===== config.mk =====
export PLATFORM = sky130hd
export DESIGN_NAME = pipe_stall_ctrl_flat
export DESIGN_NICKNAME = d
export VERILOG_FILES = /design/src/rtl/pipe_stall_ctrl_if.sv /design/src/rtl/pipe_stall_ctrl.sv /design/src/flat_wrapper.sv
export SDC_FILE = /design/constraint.sdc
export NUM_CORES = 1
export LEC_CHECK = 0
export CAP_MARGIN = 10
export CELL_PAD_IN_SITES_DETAIL_PLACEMENT = 1
export CELL_PAD_IN_SITES_GLOBAL_PLACEMENT = 2
export CORE_ASPECT_RATIO = 1.5
export CORE_UTILIZATION = 21
export DETAILED_ROUTE_END_ITERATION = 10
export HOLD_SLACK_MARGIN = 0.12
export PLACE_DENSITY = 0.82
export SYNTH_ARGS = -nofsm -noshare
export SYNTH_HDL_FRONTEND = slang
export SYNTH_SLANG_ARGS = --single-unit

===== constraint.sdc =====
create_clock -name clk -period 1.9 [get_ports clk]
set_input_delay 0.19 -clock clk [delete_from_list [all_inputs] [get_ports clk]]
set_output_delay 0.19 -clock clk [all_outputs]
set_load 0.03 [all_outputs]

===== src/rtl/pipe_stall_ctrl_if.sv =====
// pipe_stall_ctrl_if: hazard inputs and stage-control outputs between the pipeline and pipe_stall_ctrl.
interface pipe_stall_ctrl_if #(parameter int CNT_W = 16);
    logic [2:0]       id_rs;
    logic [2:0]       id_rt;
    logic             id_rs_used;
    logic             id_rt_used;
    logic             ex_memRead;
    logic [2:0]       ex_regWriteNum;
    logic             br_taken;
    logic             imem_stall;
    logic             dmem_stall;
    logic             dmem_done;
    logic             halt_wb;
    logic             en_pc;
    logic             en_ifid;
    logic             en_idex;
    logic             en_exmem;
    logic             en_memwb;
    logic             flush_ifid;
    logic             nop_idex;
    logic             nop_memwb;
    logic             halted;
    logic             err;
    logic [CNT_W-1:0] stall_cnt;
    modport master (
        output id_rs, id_rt, id_rs_used, id_rt_used, ex_memRead, ex_regWriteNum,
               br_taken, imem_stall, dmem_stall, dmem_done, halt_wb,
        input  en_pc, en_ifid, en_idex, en_exmem, en_memwb, flush_ifid, nop_idex,
               nop_memwb, halted, err, stall_cnt
    );
    modport slave (
        input  id_rs, id_rt, id_rs_used, id_rt_used, ex_memRead, ex_regWriteNum,
               br_taken, imem_stall, dmem_stall, dmem_done, halt_wb,
        output en_pc, en_ifid, en_idex, en_exmem, en_memwb, flush_ifid, nop_idex,
               nop_memwb, halted, err, stall_cnt
    );
endinterface


===== src/rtl/pipe_stall_ctrl.sv =====
// pipe_stall_ctrl: stall/flush sequencer for the 5-stage pipeline.
// STALL_PERF_EN enables the stall_cnt performance counter; otherwise it reads 0.
module pipe_stall_ctrl #(
    parameter int MAX_WAIT = 64,
    parameter int CNT_W    = 16
) (
    input logic             clk,
    input logic             rst,
    pipe_stall_ctrl_if.slave bus
);
    typedef enum logic [1:0] {RUN = 2'd0, MEM_WAIT = 2'd1, HALT = 2'd2} state_t;
    state_t     state;
    logic [6:0] wcnt;
    logic       err_q;
    logic       run, wt, act, hlt_c, dst, br, lu, im, ld_use;
    assign ld_use = bus.ex_memRead &
                    ((bus.id_rs_used & (bus.id_rs == bus.ex_regWriteNum)) |
                     (bus.id_rt_used & (bus.id_rt == bus.ex_regWriteNum)));
    // Priority chain inside RUN; MEM_WAIT holds the dmem freeze until done.
    assign run   = (state == RUN) & ~bus.halt_wb;
    assign wt    = state == MEM_WAIT;
    assign act   = ~rst & (state != HALT);
    assign hlt_c = (state == RUN) & bus.halt_wb;
    assign dst   = (run & bus.dmem_stall & ~bus.dmem_done) | (wt & ~bus.dmem_done);
    assign br    = run & ~dst & bus.br_taken;
    assign lu    = run & ~dst & ~bus.br_taken & ld_use;
    assign im    = run & ~dst & ~bus.br_taken & ~ld_use & bus.imem_stall;
    assign bus.en_pc      = act & ~hlt_c & ~dst & ~lu & ~im;
    assign bus.en_ifid    = act & ~hlt_c & ~dst & ~lu;
    assign bus.en_idex    = act & ~hlt_c & ~dst;
    assign bus.en_exmem   = act & ~hlt_c & ~dst;
    assign bus.en_memwb   = act;
    assign bus.flush_ifid = act & (br | im);
    assign bus.nop_idex   = act & (br | lu);
    assign bus.nop_memwb  = act & dst;
    assign bus.halted     = state == HALT;
    assign bus.err        = err_q;
    always_ff @(posedge clk or posedge rst) begin
        if (rst) begin
            state <= RUN;
            wcnt  <= '0;
            err_q <= 1'b0;
        end else if (state == RUN) begin
            if (bus.halt_wb) begin
                state <= HALT;
            end else if (bus.dmem_stall & ~bus.dmem_done) begin
                state <= MEM_WAIT;
                wcnt  <= 7'd1;
            end
        end else if (state == MEM_WAIT) begin
            wcnt <= wcnt + 7'd1;
            if (bus.dmem_done) begin
                state <= RUN;
            end else if (wcnt == 7'(MAX_WAIT - 1)) begin
                err_q <= 1'b1;
                state <= HALT;
            end
        end
    end
`ifdef STALL_PERF_EN
    logic [CNT_W-1:0] cnt;
    always_ff @(posedge clk or posedge rst) begin
        if (rst)
            cnt <= '0;
        else if (~bus.en_pc & (state != HALT) & ~(&cnt))
            cnt <= cnt + 1'b1;
    end
    assign bus.stall_cnt = cnt;
`else
    assign bus.stall_cnt = {CNT_W{1'b0}};
`endif
endmodule


===== src/flat_wrapper.sv =====
// flat-port wrapper written by rule: the top's interface ports become plain ports
module pipe_stall_ctrl_flat 
#(
    parameter int MAX_WAIT = 64,
    parameter int CNT_W    = 16
)
  (clk, rst, bus_id_rs, bus_id_rt, bus_id_rs_used, bus_id_rt_used, bus_ex_memRead, bus_ex_regWriteNum, bus_br_taken, bus_imem_stall, bus_dmem_stall, bus_dmem_done, bus_halt_wb, bus_en_pc, bus_en_ifid, bus_en_idex, bus_en_exmem, bus_en_memwb, bus_flush_ifid, bus_nop_idex, bus_nop_memwb, bus_halted, bus_err, bus_stall_cnt);
  pipe_stall_ctrl_if #(.CNT_W(CNT_W)) bus_i ();
  input logic clk;
  input logic rst;
  input wire logic [$bits(bus_i.id_rs)-1:0] bus_id_rs;
  input wire logic [$bits(bus_i.id_rt)-1:0] bus_id_rt;
  input wire logic [$bits(bus_i.id_rs_used)-1:0] bus_id_rs_used;
  input wire logic [$bits(bus_i.id_rt_used)-1:0] bus_id_rt_used;
  input wire logic [$bits(bus_i.ex_memRead)-1:0] bus_ex_memRead;
  input wire logic [$bits(bus_i.ex_regWriteNum)-1:0] bus_ex_regWriteNum;
  input wire logic [$bits(bus_i.br_taken)-1:0] bus_br_taken;
  input wire logic [$bits(bus_i.imem_stall)-1:0] bus_imem_stall;
  input wire logic [$bits(bus_i.dmem_stall)-1:0] bus_dmem_stall;
  input wire logic [$bits(bus_i.dmem_done)-1:0] bus_dmem_done;
  input wire logic [$bits(bus_i.halt_wb)-1:0] bus_halt_wb;
  output wire logic [$bits(bus_i.en_pc)-1:0] bus_en_pc;
  output wire logic [$bits(bus_i.en_ifid)-1:0] bus_en_ifid;
  output wire logic [$bits(bus_i.en_idex)-1:0] bus_en_idex;
  output wire logic [$bits(bus_i.en_exmem)-1:0] bus_en_exmem;
  output wire logic [$bits(bus_i.en_memwb)-1:0] bus_en_memwb;
  output wire logic [$bits(bus_i.flush_ifid)-1:0] bus_flush_ifid;
  output wire logic [$bits(bus_i.nop_idex)-1:0] bus_nop_idex;
  output wire logic [$bits(bus_i.nop_memwb)-1:0] bus_nop_memwb;
  output wire logic [$bits(bus_i.halted)-1:0] bus_halted;
  output wire logic [$bits(bus_i.err)-1:0] bus_err;
  output wire logic [$bits(bus_i.stall_cnt)-1:0] bus_stall_cnt;
  assign bus_i.id_rs = bus_id_rs;
  assign bus_i.id_rt = bus_id_rt;
  assign bus_i.id_rs_used = bus_id_rs_used;
  assign bus_i.id_rt_used = bus_id_rt_used;
  assign bus_i.ex_memRead = bus_ex_memRead;
  assign bus_i.ex_regWriteNum = bus_ex_regWriteNum;
  assign bus_i.br_taken = bus_br_taken;
  assign bus_i.imem_stall = bus_imem_stall;
  assign bus_i.dmem_stall = bus_dmem_stall;
  assign bus_i.dmem_done = bus_dmem_done;
  assign bus_i.halt_wb = bus_halt_wb;
  assign bus_en_pc = bus_i.en_pc;
  assign bus_en_ifid = bus_i.en_ifid;
  assign bus_en_idex = bus_i.en_idex;
  assign bus_en_exmem = bus_i.en_exmem;
  assign bus_en_memwb = bus_i.en_memwb;
  assign bus_flush_ifid = bus_i.flush_ifid;
  assign bus_nop_idex = bus_i.nop_idex;
  assign bus_nop_memwb = bus_i.nop_memwb;
  assign bus_halted = bus_i.halted;
  assign bus_err = bus_i.err;
  assign bus_stall_cnt = bus_i.stall_cnt;
  pipe_stall_ctrl #(.MAX_WAIT(MAX_WAIT), .CNT_W(CNT_W)) u_core (.clk(clk), .rst(rst), .bus(bus_i));
endmodule

==> metrics <==
status=complete, but fails checks; failing checks=negative setup slack; 1st-pass router iterations=3; metal2 WL=1.56 mm; DR vias=843; top sig layer=met4; DP HPWL=approximately 2.1 mm; post-synth cell types=36; number of global-route vias before repair=935; final hold slack=approximately 470 ps; CTS max path bufs=2; critical path capture point type=primary output; synth cell count leaders=buf_4 (17), dfrtp_1 (10), nor2_1 (9); r2r startpoint=u_core.state[1]; Post-Syn Instances=96; TritonCTS clock tree=yes; Worst setup SP type=flip-flop; synthesis-stage register bit count=10; Worst Clk Skew=1.14 ps; arrival time worst endpoint=1750 ps; routability cong.=0.687; period utilization=1.02; Syn Area/Cell=8.93 sq um; Cells after DPL=185; Die ar.=4350 sq um; Final Max Tran Viols=0; # DRC=0; top_reg_cell synth=dfrtp_1; post-synthesis async set-or-reset flop share=1.00; first-pass GRT wire length=3.72 mm; TritonCTS buffer count=3; core region area=between 3000 and 4000 sq um; Clk Latency, worst-skew pair=240 ps; Rows=28; R2R cell count=6; crit path max-delay cell type=dfrtp_1; global-route usage over all layers=0.121; layout cells sized above 1=0.286; top post-synthesis cells by area=dfrtp_1 (29%), buf_4 (15%), xnor2_1 (6.1%), nor3b_4 (4.4%), xor2_1 (4.1%); Seq/Total Area, Yosys=0.292; H-tree Lvls=1; WL/cell=13.5 um; ant diodes=0; pwr/cell area=around 600 nW/um^2; endpoints failing setup=2; CTS sink count=10; CTS Root Cell=clkbuf_8; setup slack at placement=-260 ps; Port Buffer Count=28; Iter 0 DRT Violations=15; routed wire length=2.60 mm; Via density=4.39; area delta synth->final=58.2%; worst reg2reg setup slack=330 ps; Yosys top cell by area=dfrtp_1; die width=~54 um; RSZ-0062 raised after global routing=yes; Critical Setup Path Class=reg -> out; Final Instance Count excl. Fillers=192; Clock transition at path regs=50 ps; Lkg Pwr=0.664 nW; Final Hold Vio Count=0; f_max=515 MHz; critical path fanouts, max=4; Die Ht=80.2 um; Detail Route Antenna Nets=0; CP max stage delay=420 ps; critical path cell sequence=or3_4 -> buf_6 -> nor3_4 -> o21ai_1 -> a31oi_1 -> buf_4; overflow left after global routing=0; most frequent cell after synthesis=buf_4; Ys Warns=0; max-cap violations=0; reg2reg end=u_core.state[0]; post-synth top area share=0.292; Final min period=1940 ps; peak supply drop=0.310 mV; initial antenna violation count=0; pin count of the biggest net entering global routing=11; mapped cell area=between 800 and 900 sq um; HP Class=in -> async; Post-synth EDFFs=0; slack of the critical path=-40.8 ps; CP required=around 1700 ps; nets=168; routed length on met3=209 um; Top Ports=45; WL met1=~800 um; Initial Utilization=0.218; hold buffer count at cts=0
==> cells in the final DEF, fill, tap and decap left out, types with 2 or more instances in the layout <==
master | Yosys | routed
o211ai_1 | 2 | 2
and2b_1 | 2 | 2
nand2_1 | 3 | 3
dlygate4sd2_1 | 0 | 5
o21ai_0 | 3 | 2
nor2b_1 | 2 | 2
clkdlybuf4s50_1 | 0 | 16
nor3b_4 | 2 | 2
conb_1 | 1 | 16
a21boi_1 | 0 | 2
buf_6 | 0 | 3
buf_4 | 17 | 25
xor2_1 | 4 | 4
nor3_2 | 0 | 2
nor2_1 | 9 | 9
o2111ai_1 | 2 | 2
and3_1 | 2 | 2
inv_1 | 3 | 3
nand4_1 | 2 | 2
a31oi_1 | 2 | 2
dfrtp_1 | 10 | 10
clkbuf_8 | 0 | 4
xnor2_1 | 6 | 6
==> per-stage QoR <==
stage / util / setup TNS [ps] / area (sq um) / total power, W
after floorplan: - / 0 / 918 / 0.000461
after global placement: 0.319 / -472 / 1250 / 0.000540
after global routing: 0.346 / -247 / 1360 / 0.000865
final: 0.346 / -53.0 / 1360 / 0.000816
after detailed placement: 0.319 / -545 / 1250 / 0.000555
after CTS: 0.343 / -67.0 / 1350 / 0.000831
==> metal layers <==
metal / GRT usage / vias to the layer above
met4: 0.0385 / 0
met5: 0 / -
met1: 0.0851 / 394
met3: 0.0303 / 2
li1: - / 405
met2: 0.266 / 42
==> power by group <==
group | switching, W | internal [W] | total [W]
logic | 0.000149 | 0.000117 | 0.000266
clock network | 0.0000849 | 0.000182 | 0.000267
registers | 0.0000339 | 0.000248 | 0.000282
total | 0.000268 | 0.000548 | 0.000816
==> cell type report <==
class	instances	area, sq um
Timing Repair Buffer	50	430
Inverter	3	11.3
Clock buffer	4	55.1
Fill cell	473	2570
Sequential cell	10	250
Multi-Input combinational cell	80	553
Tap cell	45	56.3
==> registers in the layout (all words and copies together), names as in the netlist <==
register,cells
u_core.state,2
u_core.wcnt,7
u_core.bus.err,1
==> worst max-delay path by stage <==
stage	from	end	slack (ps)	depth (start not counted)
2_1_floorplan	u_core.state[1]	bus_en_ifid	50	4
5_1_grt	u_core.state[1]	bus_flush_ifid	-100	6
4_1_cts	u_core.state[1]	bus_flush_ifid	-40	6
3_3_place_gp	bus_halt_wb	bus_en_ifid	-240	5
3_5_place_dp	bus_halt_wb	bus_en_ifid	-260	5
6_report	u_core.state[1]	bus_flush_ifid	-40	6
==> critical path: cells and delay by family, from the launching register on <==
family / cells / cell delay [ps]
AOI/OAI and AO/OA: 2 / 240
buffers and inverters: 2 / 320
DFF: 1 / 420
and+or+nand+nor: 2 / 520
==> repair_timing <==
action | CTS | global route
buffers inserted | 2 | 1
setup endpoints to repair | 6 | 5
gates resized for setup | 14 | 4
pin swaps | 1 | 2
==> cell families after synthesis <==
logic type,Yosys count,share of synthesized area
fa+ha+maj,1,0.0146
simple gates,32,0.236
xor+xnor,10,0.102
flops,10,0.292
compound gates,21,0.184
buf+inv,21,0.166
other cells,1,0.00438
Power figures use the tool's default switching activity.
